[config.mk]
export PLATFORM = sky130hd
export DESIGN_NAME = mux_tree_pipe_flat
export DESIGN_NICKNAME = d
export VERILOG_FILES = /design/src/rtl/mux_tree_pkg.sv /design/src/rtl/mux_tree_pipe_if.sv /design/src/rtl/mux_tree_stage.sv /design/src/rtl/mux_tree_pipe.sv /design/src/flat_wrapper.sv
export SDC_FILE = /design/constraint.sdc
export NUM_CORES = 1
export LEC_CHECK = 0
export BUFFER_PORTS_ARGS = -buffer_cell sky130_fd_sc_hd__buf_2
export CORE_UTILIZATION = 54
export CTS_BUF_LIST = sky130_fd_sc_hd__clkbuf_4 sky130_fd_sc_hd__clkbuf_8
export DETAILED_ROUTE_END_ITERATION = 10
export GPL_ROUTABILITY_DRIVEN = 0
export PLACE_DENSITY_LB_ADDON = 0.2
export SKIP_CTS_REPAIR_TIMING = 1
export SLEW_MARGIN = 20
export SYNTH_ARGS = -nofsm -noshare
export SYNTH_HDL_FRONTEND = slang
export SYNTH_SLANG_ARGS = --single-unit
[constraint.sdc]
create_clock -name clk -period 2.78 [get_ports clk]
set_clock_uncertainty 0.1 [all_clocks]
set_input_delay 0.278 -clock clk [delete_from_list [all_inputs] [get_ports clk]]
set_output_delay 0.278 -clock clk [all_outputs]
set_load 0.05 [all_outputs]
[src/rtl/mux_tree_pkg.sv]
// Shared constants and elaboration helpers for the pipelined mux tree.
package mux_tree_pkg;

  localparam int unsigned DEF_WIDTH     = 8;
  localparam int unsigned DEF_NUM_IN    = 4;
  localparam int unsigned DEF_CONST_VAL = (1 << 2) + 1;

  // Ceiling log2, usable in parameter expressions
  function automatic int unsigned clog2(input int unsigned v);
    int unsigned r;
    int unsigned x;
    r = 0;
    x = 1;
    while (x < v) begin
      x = x << 1;
      r = r + 1;
    end
    return r;
  endfunction

  // True when v is a power of two and at least 2
  function automatic bit is_pow2(input int unsigned v);
    return (v >= 2) && ((v & (v - 1)) == 0);
  endfunction

endpackage

[src/rtl/mux_tree_pipe_if.sv]
// Input and output handshake bundle of the mux tree.
interface mux_tree_pipe_if #(
  parameter int unsigned WIDTH  = mux_tree_pkg::DEF_WIDTH,
  parameter int unsigned NUM_IN = mux_tree_pkg::DEF_NUM_IN
);

  localparam int unsigned SEL_W = mux_tree_pkg::clog2(NUM_IN);

  logic [NUM_IN*WIDTH-1:0] in_data;
  logic [SEL_W-1:0]        in_sel;
  logic                    in_valid;
  logic                    in_ready;
  logic [WIDTH-1:0]        out_data;
  logic [SEL_W-1:0]        out_sel;
  logic                    out_valid;
  logic                    out_ready;

  // Source of input beats and sink of output beats
  modport master (
    output in_data, in_sel, in_valid, out_ready,
    input  in_ready, out_data, out_sel, out_valid
  );

  // The mux tree itself
  modport slave (
    input  in_data, in_sel, in_valid, out_ready,
    output in_ready, out_data, out_sel, out_valid
  );

endinterface

[src/rtl/mux_tree_stage.sv]
// One tree level: halves the candidate set on the low select bit and registers the result.
module mux_tree_stage
  import mux_tree_pkg::*;
#(
  parameter int unsigned WIDTH       = DEF_WIDTH,
  parameter int unsigned N_IN        = DEF_NUM_IN,
  parameter int unsigned SEL_W       = 2,
  parameter bit          RST_PAYLOAD = 1'b0
) (
  input  logic                       clk,
  input  logic                       rst_n,
  input  logic [N_IN*WIDTH-1:0]      in_data_i,
  input  logic [SEL_W-1:0]           in_sel_i,
  input  logic [SEL_W-1:0]           in_orig_i,
  input  logic                       in_valid_i,
  input  logic                       load_ok_i,
  output logic [(N_IN/2)*WIDTH-1:0]  out_data_o,
  output logic [SEL_W-1:0]           out_sel_o,
  output logic [SEL_W-1:0]           out_orig_o,
  output logic                       out_valid_o
);

  localparam int unsigned N_OUT = N_IN / 2;
  localparam int unsigned OUT_W = N_OUT * WIDTH;

  logic [OUT_W-1:0] red_c;
  logic [OUT_W-1:0] data_d, data_q;
  logic [SEL_W-1:0] sel_d, sel_q;
  logic [SEL_W-1:0] orig_d, orig_q;
  logic             valid_d, valid_q;

  // Pairwise 2:1 reduction steered by the lowest remaining select bit
  always_comb begin
    red_c = '0;
    for (int unsigned i = 0; i < N_OUT; i++) begin
      red_c[i*WIDTH +: WIDTH] = in_sel_i[0] ? in_data_i[(2*i+1)*WIDTH +: WIDTH]
                                            : in_data_i[(2*i)*WIDTH +: WIDTH];
    end
  end

  // Load a beat when permitted (stage empty or its beat leaves), else hold everything
  always_comb begin
    data_d  = data_q;
    sel_d   = sel_q;
    orig_d  = orig_q;
    valid_d = valid_q;
    if (load_ok_i) begin
      valid_d = in_valid_i;
      if (in_valid_i) begin
        data_d = red_c;
        sel_d  = in_sel_i >> 1;
        orig_d = in_orig_i;
      end
    end
  end

  // Occupancy flag is always cleared by reset
  always_ff @(posedge clk or negedge rst_n) begin
    if (!rst_n) begin
      valid_q <= 1'b0;
    end else begin
      valid_q <= valid_d;
    end
  end

  if (RST_PAYLOAD) begin : g_rst_payload
    // Payload with reset: used where the register is visible at the block output
    always_ff @(posedge clk or negedge rst_n) begin
      if (!rst_n) begin
        data_q <= '0;
        sel_q  <= '0;
        orig_q <= '0;
      end else begin
        data_q <= data_d;
        sel_q  <= sel_d;
        orig_q <= orig_d;
      end
    end
  end else begin : g_nrst_payload
    // Internal payload only matters while its valid bit is set
    always_ff @(posedge clk) begin
      data_q <= data_d;
      sel_q  <= sel_d;
      orig_q <= orig_d;
    end
  end

  assign out_data_o  = data_q;
  assign out_sel_o   = sel_q;
  assign out_orig_o  = orig_q;
  assign out_valid_o = valid_q;

endmodule

[src/rtl/mux_tree_pipe.sv]
// Pipelined N:1 mux tree, one register level per select bit, with valid/ready backpressure.
module mux_tree_pipe
  import mux_tree_pkg::*;
#(
  parameter int unsigned WIDTH     = DEF_WIDTH,
  parameter int unsigned NUM_IN    = DEF_NUM_IN,
  parameter bit          CONST_EN  = 1'b1,
  parameter int unsigned CONST_VAL = DEF_CONST_VAL
) (
  input logic           clk,
  input logic           rst_n,
  mux_tree_pipe_if.slave bus
);

  localparam int unsigned SEL_W  = clog2(NUM_IN);
  localparam int unsigned LEVELS = SEL_W;

  if (!is_pow2(NUM_IN)) begin : g_bad_num_in
    $error("mux_tree_pipe: NUM_IN must be a power of two and at least 2");
  end

  // Levels 1..LEVELS packed back to back: level j starts at candidate NUM_IN - 2*(NUM_IN>>j)
  logic [(NUM_IN-1)*WIDTH-1:0] lvl_data;
  logic [LEVELS*SEL_W-1:0]     lvl_sel;
  logic [LEVELS*SEL_W-1:0]     lvl_orig;
  logic [LEVELS:1]             lvl_valid;
  logic [LEVELS:0]             ready_c;
  logic [NUM_IN*WIDTH-1:0]     in_vec_c;
  logic                        unused_sel_tail;

  // Input vector with the last channel optionally replaced by the constant
  always_comb begin
    in_vec_c = bus.in_data;
    if (CONST_EN) begin
      in_vec_c[(NUM_IN-1)*WIDTH +: WIDTH] = WIDTH'(CONST_VAL);
    end
  end

  // Ready chain from the consumer back to the input: a stage loads when empty or draining
  always_comb begin
    ready_c         = '0;
    ready_c[LEVELS] = bus.out_ready;
    for (int unsigned k = 0; k < LEVELS; k++) begin
      ready_c[LEVELS-1-k] = !lvl_valid[LEVELS-k] || ready_c[LEVELS-k];
    end
  end

  for (genvar k = 0; k < LEVELS; k++) begin : g_lvl
    localparam int unsigned NI     = NUM_IN >> k;
    localparam int unsigned OFF_IN = NUM_IN - 2 * (NUM_IN >> k);
    localparam int unsigned OFF_O  = NUM_IN - 2 * (NUM_IN >> (k + 1));

    logic [NI*WIDTH-1:0] st_data;
    logic [SEL_W-1:0]    st_sel;
    logic [SEL_W-1:0]    st_orig;
    logic                st_valid;

    if (k == 0) begin : g_src_in
      assign st_data  = in_vec_c;
      assign st_sel   = bus.in_sel;
      assign st_orig  = bus.in_sel;
      assign st_valid = bus.in_valid;
    end else begin : g_src_lvl
      assign st_data  = lvl_data[OFF_IN*WIDTH +: NI*WIDTH];
      assign st_sel   = lvl_sel[(k-1)*SEL_W +: SEL_W];
      assign st_orig  = lvl_orig[(k-1)*SEL_W +: SEL_W];
      assign st_valid = lvl_valid[k];
    end

    mux_tree_stage #(
      .WIDTH       (WIDTH),
      .N_IN        (NI),
      .SEL_W       (SEL_W),
      .RST_PAYLOAD (k == LEVELS - 1)
    ) u_stage (
      .clk         (clk),
      .rst_n       (rst_n),
      .in_data_i   (st_data),
      .in_sel_i    (st_sel),
      .in_orig_i   (st_orig),
      .in_valid_i  (st_valid),
      .load_ok_i   (ready_c[k]),
      .out_data_o  (lvl_data[OFF_O*WIDTH +: (NI/2)*WIDTH]),
      .out_sel_o   (lvl_sel[k*SEL_W +: SEL_W]),
      .out_orig_o  (lvl_orig[k*SEL_W +: SEL_W]),
      .out_valid_o (lvl_valid[k+1])
    );
  end

  // Remaining-select bits after the last level are always zero
  assign unused_sel_tail = ^lvl_sel[(LEVELS-1)*SEL_W +: SEL_W];

  assign bus.in_ready  = ready_c[0];
  assign bus.out_data  = lvl_data[(NUM_IN-2)*WIDTH +: WIDTH];
  assign bus.out_sel   = lvl_orig[(LEVELS-1)*SEL_W +: SEL_W];
  assign bus.out_valid = lvl_valid[LEVELS];

endmodule
[src/flat_wrapper.sv]
// flat-port wrapper written by rule: the top's interface ports become plain ports
module mux_tree_pipe_flat import mux_tree_pkg::*;
#(
  parameter int unsigned WIDTH     = DEF_WIDTH,
  parameter int unsigned NUM_IN    = DEF_NUM_IN,
  parameter bit          CONST_EN  = 1'b1,
  parameter int unsigned CONST_VAL = DEF_CONST_VAL
)
  (clk, rst_n, bus_in_data, bus_in_sel, bus_in_valid, bus_out_ready, bus_in_ready, bus_out_data, bus_out_sel, bus_out_valid);
  mux_tree_pipe_if #(.WIDTH(WIDTH), .NUM_IN(NUM_IN)) bus_i ();
  input logic clk;
  input logic rst_n;
  input wire logic [$bits(bus_i.in_data)-1:0] bus_in_data;
  input wire logic [$bits(bus_i.in_sel)-1:0] bus_in_sel;
  input wire logic [$bits(bus_i.in_valid)-1:0] bus_in_valid;
  input wire logic [$bits(bus_i.out_ready)-1:0] bus_out_ready;
  output wire logic [$bits(bus_i.in_ready)-1:0] bus_in_ready;
  output wire logic [$bits(bus_i.out_data)-1:0] bus_out_data;
  output wire logic [$bits(bus_i.out_sel)-1:0] bus_out_sel;
  output wire logic [$bits(bus_i.out_valid)-1:0] bus_out_valid;
  assign bus_i.in_data = bus_in_data;
  assign bus_i.in_sel = bus_in_sel;
  assign bus_i.in_valid = bus_in_valid;
  assign bus_i.out_ready = bus_out_ready;
  assign bus_in_ready = bus_i.in_ready;
  assign bus_out_data = bus_i.out_data;
  assign bus_out_sel = bus_i.out_sel;
  assign bus_out_valid = bus_i.out_valid;
  mux_tree_pipe #(.WIDTH(WIDTH), .NUM_IN(NUM_IN), .CONST_EN(CONST_EN), .CONST_VAL(CONST_VAL)) u_core (.clk(clk), .rst_n(rst_n), .bus(bus_i));
endmodule
# == Yosys cells after proc, flatten, opt, wreduce, memory -nomap -nowiden ==
# Cells that the tools add are included.
# classes
muxes,2
reduce_logical,6
# ops
operator,n
two-way mux 8 bit,2
AND reduction 2 bit,2
zero test 1 bit,2
logical OR 1 bit,2
# word_totals
regBits,31
out_inout_bits,12
wordCells,16

# == Longest topological paths before layout ==
# Gate-level depths: netlist (run 1).
# depth
word_depth,4
ltp_mapped,5
ltp_nobuf,3

# == Modules after synthesis ==
# A second synthesis (run 1) with hierarchy kept.
# unflattened
cells_unflattened,93
area_unflattened_um2,1466.4
# by_module_without_submodules
module,instances,area_each_um2,seq_area_each_um2,cells_per_inst
mux_tree_stage (u_core.g_lvl[0].u_stage),1,873.3,595.6,42
mux_tree_stage (u_core.g_lvl[1].u_stage),1,571.8,300.3,47
mux_tree_pipe,1,21.3,0.0,4

# == Worst setup path before layout (run 1) ==
# No wires, ideal clock.
# synth_timing
path_type,reg2reg
startpoint,reg u_core.g_lvl[1].u_stage.valid_q
endpoint,reg u_core.g_lvl[0].u_stage.data_q[0] (enable)
stages_incl_launch_ff,3
n_path_buf,0
arrival_time_ps,1677
setup_slack_ps,627
setup_time_ps,376
t_required_ps,2304
cell_sequence,dfrtp_1 nand3b_1 and2_1
# synth_via
elab_chain_len,4
# synth_lines
item,line_no,rtl
"start, declared",mux_tree_stage.sv:30,"logic valid_d, valid_q;"
"start signal, assigned",mux_tree_stage.sv:62,valid_q <= valid_d;
zero test 1 bit,mux_tree_pipe.sv:44,ready_c[LEVELS-1-k] = !lvl_valid[LEVELS-k] || ready_c[LEVELS-k];
logical OR 1 bit (2 in series),mux_tree_pipe.sv:44,
via bus_in_ready,flat_wrapper.sv:17,output wire logic [$bits(bus_i.in_ready)-1:0] bus_in_ready;
AND reduction 2 bit (no source line),-,
"end signal, assigned",mux_tree_stage.sv:82,data_q <= data_d;
"end, declared",mux_tree_stage.sv:27,"logic [OUT_W-1:0] data_d, data_q;"
# The timed path passes the listed nets, and every way through them passes these cells.
# A chain may end at the register's enable or synchronous reset.

# == Final worst setup path (run 1) ==
# layout_timing
startpoint,reg u_core.g_lvl[0].u_stage.valid_q
endpoint,reg u_core.g_lvl[0].u_stage.data_q[11] (enable)
# layout_via
elab_chain_len,3
# layout_lines
item,line_no
"start, declared",mux_tree_stage.sv:30
"start signal, assigned",mux_tree_stage.sv:62
zero test 1 bit,mux_tree_pipe.sv:44
logical OR 1 bit,mux_tree_pipe.sv:44
AND reduction 2 bit (no source line),-
# Every way passes these cells.

==> results of run 1 <==
[state kept, by name, summed over array words and instances (netlist names)]
register / flops
u_core.g_lvl.u_stage.out_data_o: 24
u_core.g_lvl.u_stage.out_orig_o: 4
u_core.g_lvl.u_stage.out_valid_o: 2
[report_power, final]
| group | leakage [nW] | switching (mW) | internal [mW] | total (mW) |
|---|---|---|---|---|
| registers | 0.306 | 0.0306 | 0.525 | 0.555 |
| clock network | 0.0390 | 0.146 | 0.145 | 0.291 |
| logic | 0.318 | 0.163 | 0.0755 | 0.238 |
[per-layer routing]
layer / up-vias / global-route usage (%) / routed length, um
li1: 395 / - / -
met1: 389 / 19.3 / 888
met2: 36 / 35.1 / 1200
met3: 5 / 8.93 / 149
met4: 0 / 10.6 / 38
met5: - / 0 / 0
[layout by cell type (no fill, tap or decap), drive strengths merged]
master and count:
buf 41, edfxtp 18, dfrtp 12, mux2 10, mux2i 8, a21oi 8
a31oi 8, clkbuf 7, nor2b 6, or2 2, nand2b 2, nand3b 1
and2 1, or2b 1, nand2 1, clkinv 1, dlygate4sd3 1
[cell type report]
class | instances | area (um^2)
clock buffer | 7 | 65.1
clock inverter | 1 | 3.75
fill | 179 | 688
multi-input combinational | 48 | 385
sequential | 30 | 841
tap | 28 | 35.0
timing repair buffer | 42 | 215
[critical path: cells and delay by family, from the launching register on]
family	cells	cell delay [ns]
and+or+nand+nor	2	0.92
DFF	1	0.61
[cell usage after synthesis (all sizes together)]
master   n
edfxtp  18
or2      2
dfrtp   12
nor2b    6
buf      6
or2b     1
and2     1
a21oi    8
nand2    1
nand2b   2
nand3b   1
mux2i    8
clkbuf   1
mux2    10
a31oi    8
[cells by family after synthesis]
group	share of synthesized area [%]
buffers and inverters	5.77
and+or+nand+nor	7.31
DFF	64.6
AOI/OAI and AO/OA	6.92
muxes	15.4
[per-stage QoR]
step / total power, mW / setup slack (ns)
after global routing: 1.12 / 0.665
after detailed placement: 0.804 / 0.781
after floorplan: 0.743 / 0.627
final: 1.08 / 0.777
after global placement: 0.792 / 0.828
after CTS: 1.09 / 0.771
[worst max path at each step]
stage	endpoint	slack [ns]	cells after the start
final	u_core.g_lvl[0].u_stage.out_data_o[11]	0.78	2
after global routing	u_core.g_lvl[0].u_stage.out_orig_o[0]	0.67	2
after CTS	u_core.g_lvl[0].u_stage.out_data_o[2]	0.77	2
after floorplan	u_core.g_lvl[0].u_stage.out_data_o[0]	0.63	2
after detailed placement	u_core.g_lvl[0].u_stage.out_data_o[14]	0.78	2
after global placement	u_core.g_lvl[0].u_stage.out_data_o[13]	0.83	2
==> results.ini, run 1 <==
[outcome]
run_status=finished clean

[hold_path]
holdCritPathClass=input pin to flop
hold_depth=1
hold_end=u_core.g_lvl[0].u_stage.out_orig_o[1]
min_from=bus_in_sel[1]

[cts]
cts.clk_slew.worst_paths_ns=0.09
clockRootBuffer=clkbuf_4
cts_buffer_depth=2
htree_levels=2
cts_tree=built
clock-sinks=30
clk_latency_ns=0.33
cts_made_buffers=5

[yosys]
synthTopCellsByArea=edfxtp_1 42%, dfrtp_1 23%, mux2_2 6.9%, mux2i_1 6.2%, a31oi_1 3.8%
synth_area_per_cell_um2=15.3
yosysTopAreaCellShare_pct=41.5
yosysTopAreaCell=edfxtp_1
syn-cell-area_um2=1300
netlist_instances=85
synth_cell_types=19
synth_nets=123
ys_ff_latch=30
yosysWarnings=0
seq_area_frac_synth_pct=64.6

[place]
io_buffers=41
place_inst=147
placed_area_um2=1470
hpwl_um=1590

[route]
drc_errors=0
drt-total-wl_um=2280
vias=825
drtAntennaViolNets=0
routedWlPerCell_um=14.6
routed_via_density=5.29
first_pass_iters=4
dr.first_iter.drc_count=14

[die]
core_um2=2230
fp.dieH_um=51.1
die_x_um=51.1
ios=50
die_area_um2=2610
start_util_pct=58.3
core.rowCount=17

[final_layout]
nets=165
area_growth_pct=18.7
diodes=0
stdcell_area_um2=1550
final_core_util_pct=69.2
fin_cells=156
drive_gt1_share_pct=47.7

[sta]
rsz0062_at_grt=false
relSlewSlack_pct=44.7
final-setup-viol-count=0
hold_violations=0
min_period_ns=2.00
worst_pin_slew_ns=0.829
max_freq_mhz=499
timing.hold.ws_ns=0.0416
slew_violations=0
tns_ns=0
fin_crit_sh_pct=72.1

[critical_path]
rr_startpoint=u_core.g_lvl[0].u_stage.out_valid_o
end_kind=flop
cp.required_ns=2.64
cp_slowest_cell=and2_1
r2r_cells=2
path_cells=nand3b_1 > and2_1
r2r-end=u_core.g_lvl[0].u_stage.out_data_o[11]
slowest_delay_ns=0.69
worstSetupStartpointType=flop
cp_max_fo=19
critical_path_class=flop to flop
startpoint=u_core.g_lvl[0].u_stage.out_valid_o
r2r_slack_ns=0.78
critPathArrivalTime_ns=1.86

[global_route]
grt_start_max_net_pins=20
grt-ovfl-total=0
grt_pass1_vias=774
antenna_found_initial=0
grt_util_all_layers_pct=20.0
grt_pass1_wl_um=3430

[power_and_ir_drop]
p_leak_nw=0.664
p_per_area_nw_per_um2=702
peakVddDrop_v=0.000443

[job]
maxCapViolCount=0

Note: power is estimated with default switching activity, not from simulation.
==> run 2, diff against run 1 <==
--- a/config.mk
+++ b/config.mk
@@ -6,7 +6,8 @@
 export NUM_CORES = 1
 export LEC_CHECK = 0
 export BUFFER_PORTS_ARGS = -buffer_cell sky130_fd_sc_hd__buf_2
-export CORE_UTILIZATION = 54
+export CORE_ASPECT_RATIO = 0.5
+export CORE_UTILIZATION = 45
 export CTS_BUF_LIST = sky130_fd_sc_hd__clkbuf_4 sky130_fd_sc_hd__clkbuf_8
 export DETAILED_ROUTE_END_ITERATION = 10
 export GPL_ROUTABILITY_DRIVEN = 0
==> constraint.sdc (replaced) <==
create_clock -name clk -period 1.65 [get_ports clk]
set_clock_uncertainty 0.1 [all_clocks]
set_input_delay 0.165 -clock clk [delete_from_list [all_inputs] [get_ports clk]]
set_output_delay 0.165 -clock clk [all_outputs]
set_load 0.05 [all_outputs]
==> run 2 against run 1 <==
  * Core utilization is 8.1 points lower
  * Clock-buffer cell count stayed put
  * Worst setup slack worse by 0.48 ns
  * Register-to-register slack worse by 0.44 ns
  * Sequential share of layout area is 2.7 points lower
  * Global-route usage is 3.3 points lower
  * Sequential cell count stayed put
==> results.ini, run 2 (synthesized netlist as in run 1, its figures left out) <==
[global_route]
grt_util_all_layers_pct=16.6
grt_pass1_wl_um=3480
grt_pass1_vias=687
grt-ovfl-total=0
grt_start_max_net_pins=19
antenna_found_initial=0

[final_layout]
diodes=0
fill_cells=233
largest_reg_flops=24
nets=170
area_growth_pct=25.2
most-common-layout-cells=41 x buf_2, 18 x edfxtp_1, 11 x dfrtp_1
drive_gt1_share_pct=50.4
final_common_cell=buf_2
final_core_util_pct=61.1

[cts]
cts_tree=built
clockRootBuffer=clkbuf_8
htree_levels=2
cts_buffer_depth=2
clock-sinks=30
clk_latency_ns=0.28
cts.clk_slew.worst_paths_ns=0.07
cts_made_buffers=5

[sta]
fin_crit_sh_pct=82.0
timing.hold.ws_ns=0.0483
rsz0062_at_grt=false
final-setup-viol-count=0
slew_violations=0
min_period_ns=1.35
fin_ws_ns=0.298
worst_pin_slew_ns=0.505
max_freq_mhz=739
hold_violations=0
relSlewSlack_pct=66.3

[power_and_ir_drop]
seqPwrFrac_pct=47.1
power_frac_comb_pct=21.4
clkPwrFrac_pct=31.5
p_int_mw=1.38
switchingPower_uw=587
p_per_area_nw_per_um2=1210
switching_share_pct=29.9
p_leak_nw=0.700
peakVddDrop_v=0.000647

[critical_path]
cp_max_fo=3
crit_buf_inv=1
cp_slowest_cell=dfrtp_2
end_kind=output port
crit_cells=2
critPathTopFamily=flip-flops
critical_path_class=flop to output port
path_cells=nand3b_1 > buf_2
cp.required_ns=1.38
critPathArrivalTime_ns=1.09
worstSetupStartpointType=flop
slowest_delay_ns=0.40
r2r_cells=2

[route]
routedWlPerCell_um=13.0
first_pass_iters=4
drt-total-wl_um=2210
vias=783
drc_errors=0
dr.first_iter.drc_count=74
routed_via_density=4.61
drtAntennaViolNets=0

[place]
io_buffers=41
dp_slack_ns=0.360
hpwl_um=1510

[die]
die_x_um=78.1
core_um2=2670
core.rowCount=13
ios=50
die_area_um2=3120
fp.dieH_um=40.0
start_util_pct=48.8

[hold_path]
hold_depth=2
holdCritPathClass=input pin to flop

[outcome]
run_status=finished clean

[job]
maxCapViolCount=0

-- run 2: cell count changes in the layout (fill, tap and decap cells not counted), sizes merged --
cell         before  now
dlygate4sd3       1    3
buf              41   44
-- run 2: worst paths after layout --
path / start / endpoint / slack (ns)
setup / recovery: u_core.g_lvl[1].u_stage.out_valid_o / bus_in_ready / 0.30
hold / removal: bus_in_data[16] / u_core.g_lvl[0].u_stage.out_data_o[8] / 0.05
setup reg to reg: u_core.g_lvl[0].u_stage.out_orig_o[1] / u_core.g_lvl[1].u_stage.out_data_o[2] / 0.34
hold reg to reg: u_core.g_lvl[1].u_stage.out_orig_o[1] / u_core.g_lvl[1].u_stage.out_orig_o[1] / 0.41
max in group asynchronous: rst_n / u_core.g_lvl[1].u_stage.out_valid_o / 1.03
min in group asynchronous: rst_n / u_core.g_lvl[1].u_stage.out_data_o[2] / 0.19
-- run 2: power groups by stage --
stage               Sequential, mW  Clock [mW]  Combinational, mW
global placement             0.938           0              0.412
finish                       0.924       0.619              0.420
detailed placement           0.939           0              0.419
floorplan                     1.10           0              0.158
global route                 0.932       0.684              0.449
CTS                          0.925       0.627              0.419
-- run 2: stage by stage --
step	setup TNS, ns	instances	power, mW	instance area (um^2)
after detailed placement	0	159	1.36	1500
after CTS	0	167	1.97	1600
after floorplan	-1.98	85	1.25	1310
after global placement	0	159	1.35	1500
final	0	170	1.96	1630
after global routing	0	170	2.06	1630
-- run 2: per-layer routing --
| metal | part of all wire (%) | track usage [%] | wire length [um] |
|---|---|---|---|
| met5 | 0 | 0 | 0 |
| met4 | 0 | 8.33 | 0 |
| met3 | 5.3 | 8.18 | 118 |
| met2 | 41 | 22.6 | 901 |
| met1 | 54 | 22.1 | 1190 |
-- run 2: cell type report --
type	count	area [um^2]	share of cell area, %
repair buffers	47	258	15.8
flip-flops and latches	30	842	51.7
multi-input cells	48	388	23.8
clock inverters	1	5.00	0.307
clock buffers	7	90.1	5.53
well taps	37	46.3	2.84
-- run 2: worst register-to-register path: stages (launching register included) --
cell and delay, ns:
edfxtp_1 0.66, mux2i_1 0.32, a31oi_1 0.11
==> run 3, diff against run 2 <==
--- a/config.mk
+++ b/config.mk
@@ -5,9 +5,10 @@
 export SDC_FILE = /design/constraint.sdc
 export NUM_CORES = 1
 export LEC_CHECK = 0
+export ABC_AREA = 1
 export BUFFER_PORTS_ARGS = -buffer_cell sky130_fd_sc_hd__buf_2
 export CORE_ASPECT_RATIO = 0.5
-export CORE_UTILIZATION = 45
+export CORE_UTILIZATION = 49
 export CTS_BUF_LIST = sky130_fd_sc_hd__clkbuf_4 sky130_fd_sc_hd__clkbuf_8
 export DETAILED_ROUTE_END_ITERATION = 10
 export GPL_ROUTABILITY_DRIVEN = 0
==> constraint.sdc (replaced) <==
create_clock -name clk -period 1.3 [get_ports clk]
set_clock_uncertainty 0.1 [all_clocks]
set_input_delay 0.13 -clock clk [delete_from_list [all_inputs] [get_ports clk]]
set_output_delay 0.13 -clock clk [all_outputs]
set_load 0.05 [all_outputs]
==> run 3 against run 2 <==
  * First-iteration DRC count is 64% lower
  * Sequential power is 31% higher
  * Via count is 30% higher
  * Non-clock buffer count is 5 higher
  * Critical endpoint unchanged
  * Largest cell class unchanged
  * Highest routed layer is now met4
==> results.ini, run 3 <==
[outcome]
run_status=finished clean

[place]
io_buffers=41
hpwl_um=1720
place_inst=215

[critical_path]
end_kind=output port
r2r-end=u_core.g_lvl[0].u_stage.out_data_o[14]
rr_startpoint=u_core.g_lvl[1].u_stage.out_valid_o
critical_path_class=flop to output port
endpoint=bus_in_ready
crit_cells=3
r2r_slack_ns=0.11
critPathTopFamily=flip-flops
worstSetupStartpointType=flop
cp_max_fo=2
r2r_cells=4
crit_buf_inv=2
cp_slowest_cell=dfrtp_2
startpoint=u_core.g_lvl[1].u_stage.out_valid_o
path_cells=nand3_4 > buf_4 > buf_6
cp.required_ns=1.07
slowest_delay_ns=0.42
critPathArrivalTime_ns=1.07

[die]
ios=50
die_x_um=74.1
start_util_pct=54.7
fp.dieH_um=38.0
core.rowCount=12
die_area_um2=2820
core_um2=2330

[route]
wl_met1_um=1210
drt-total-wl_um=2410
vias=1020
first_pass_iters=4
dr_wl_met2_um=993
drc_errors=0
drtAntennaViolNets=0
dr.first_iter.drc_count=27
routed_via_density=4.45
top_layer=met4
wl_met3_um=139
routedWlPerCell_um=10.5

[yosys]
yosysTopAreaCellShare_pct=42.5
ys_ff_latch=30
ys.flop_type=edfxtp_1
synthTopCellsByArea=edfxtp_1 42%, dfrtp_1 24%, nand2_1 23%, inv_1 2.7%, nor2_1 1.8%
yosysWarnings=0
netlist_instances=137
synth_common_cells=79 x nand2_1, 18 x edfxtp_1, 12 x dfrtp_1
synth-edff-count=18
async_flop_share_pct=40.0
synth_cell_types=11
seq_area_frac_synth_pct=66.1
synth_nets=175
syn-cell-area_um2=1270
yosysMostFrequentCell=nand2_1
yosysTopAreaCell=edfxtp_1
synth_area_per_cell_um2=9.29

[power_and_ir_drop]
power_mw=2.70
power_frac_comb_pct=27.2
switchingPower_uw=893
seqPwrFrac_pct=44.9
p_per_area_nw_per_um2=1560
p_leak_nw=0.914
clkPwrFrac_pct=27.8
switching_share_pct=33.1
peakVddDrop_v=0.000706
p_int_mw=1.81

[cts]
cts_tree=built
cts.clk_slew.worst_paths_ns=0.06
clock-sinks=30
clockRootBuffer=clkbuf_8
cts_buffer_depth=2
htree_levels=2
cts_made_buffers=5
clk_latency_ns=0.28

[sta]
timing.hold.ws_ns=0.00881
worst_pin_slew_ns=0.261
max_freq_mhz=772
rsz0062_at_grt=true
final-setup-viol-count=0
fin_crit_sh_pct=99.7
min_period_ns=1.30
slew_violations=0
relSlewSlack_pct=82.6
tns_ns=0
hold_violations=0

[final_layout]
final_core_util_pct=74.5
area_growth_pct=36.3
drive_gt1_share_pct=35.1
nets=231
most-common-layout-cells=78 x nand2_1, 39 x buf_2, 18 x edfxtp_1, 11 x dfrtp_1
largest_reg_flops=24
fin_cells=229
final_common_cell=nand2_1
diodes=0

[global_route]
grt-ovfl-total=0
antenna_found_initial=0
grt_pass1_vias=869
grt_util_all_layers_pct=20.6
grt_pass1_wl_um=3810
grt_start_max_net_pins=19

[hold_path]
holdCritPathClass=input pin to flop

[job]
maxCapViolCount=0

[run 3: per-layer routing]
layer | vias to the layer above | global-route usage [%]
met5 | - | 0
met4 | 0 | 13.0
met3 | 8 | 7.11
met2 | 43 | 29.1
met1 | 439 | 27.4
li1 | 530 | -
[run 3: power by group through the flow]
| stage | clock (mW) | combinational, mW | sequential (mW) |
|---|---|---|---|
| global route | 0.808 | 0.796 | 1.22 |
| CTS | 0.768 | 0.704 | 1.22 |
| detailed placement | 0 | 0.701 | 1.24 |
| finish | 0.751 | 0.735 | 1.21 |
| global placement | 0 | 0.688 | 1.23 |
| floorplan | 0 | 0.204 | 1.52 |
[run 3: through the flow]
step	setup slack, ns	cell area, um^2
after floorplan	-0.360	1300
after global routing	-0.0416	1730
after detailed placement	-0.0436	1570
after CTS	-0.103	1660
final	0.00447	1730
after global placement	-0.0111	1570
[run 3: worst min path at each step]
stage                                                  end  depth (start not counted)  slack [ns]             from
floorplan              u_core.g_lvl[0].u_stage.out_valid_o                          0       -0.27            rst_n
global placement     u_core.g_lvl[1].u_stage.out_data_o[0]                          1       -0.08            rst_n
detailed placement   u_core.g_lvl[1].u_stage.out_data_o[0]                          1       -0.08            rst_n
CTS                  u_core.g_lvl[1].u_stage.out_data_o[0]                          1       -0.39            rst_n
global route        u_core.g_lvl[0].u_stage.out_data_o[10]                          2       0.006  bus_in_data[18]
finish              u_core.g_lvl[0].u_stage.out_data_o[10]                          2       0.009  bus_in_data[18]
[run 3: final cells by class]
type	count	area, um^2
flip-flops and latches	30	842
fillers	157	593
multi-input cells	93	395
repair buffers	52	317
clock buffers	8	91.3
inverters	11	45.0
well taps	35	43.8
[run 3: cells by family after synthesis]
| group | Yosys count | synth area share, % |
|---|---|---|
| and+or+nand+nor | 92 | 28.2 |
| AOI/OAI and AO/OA | 1 | 1.28 |
| DFF | 30 | 66.1 |
| buffers and inverters | 14 | 4.42 |
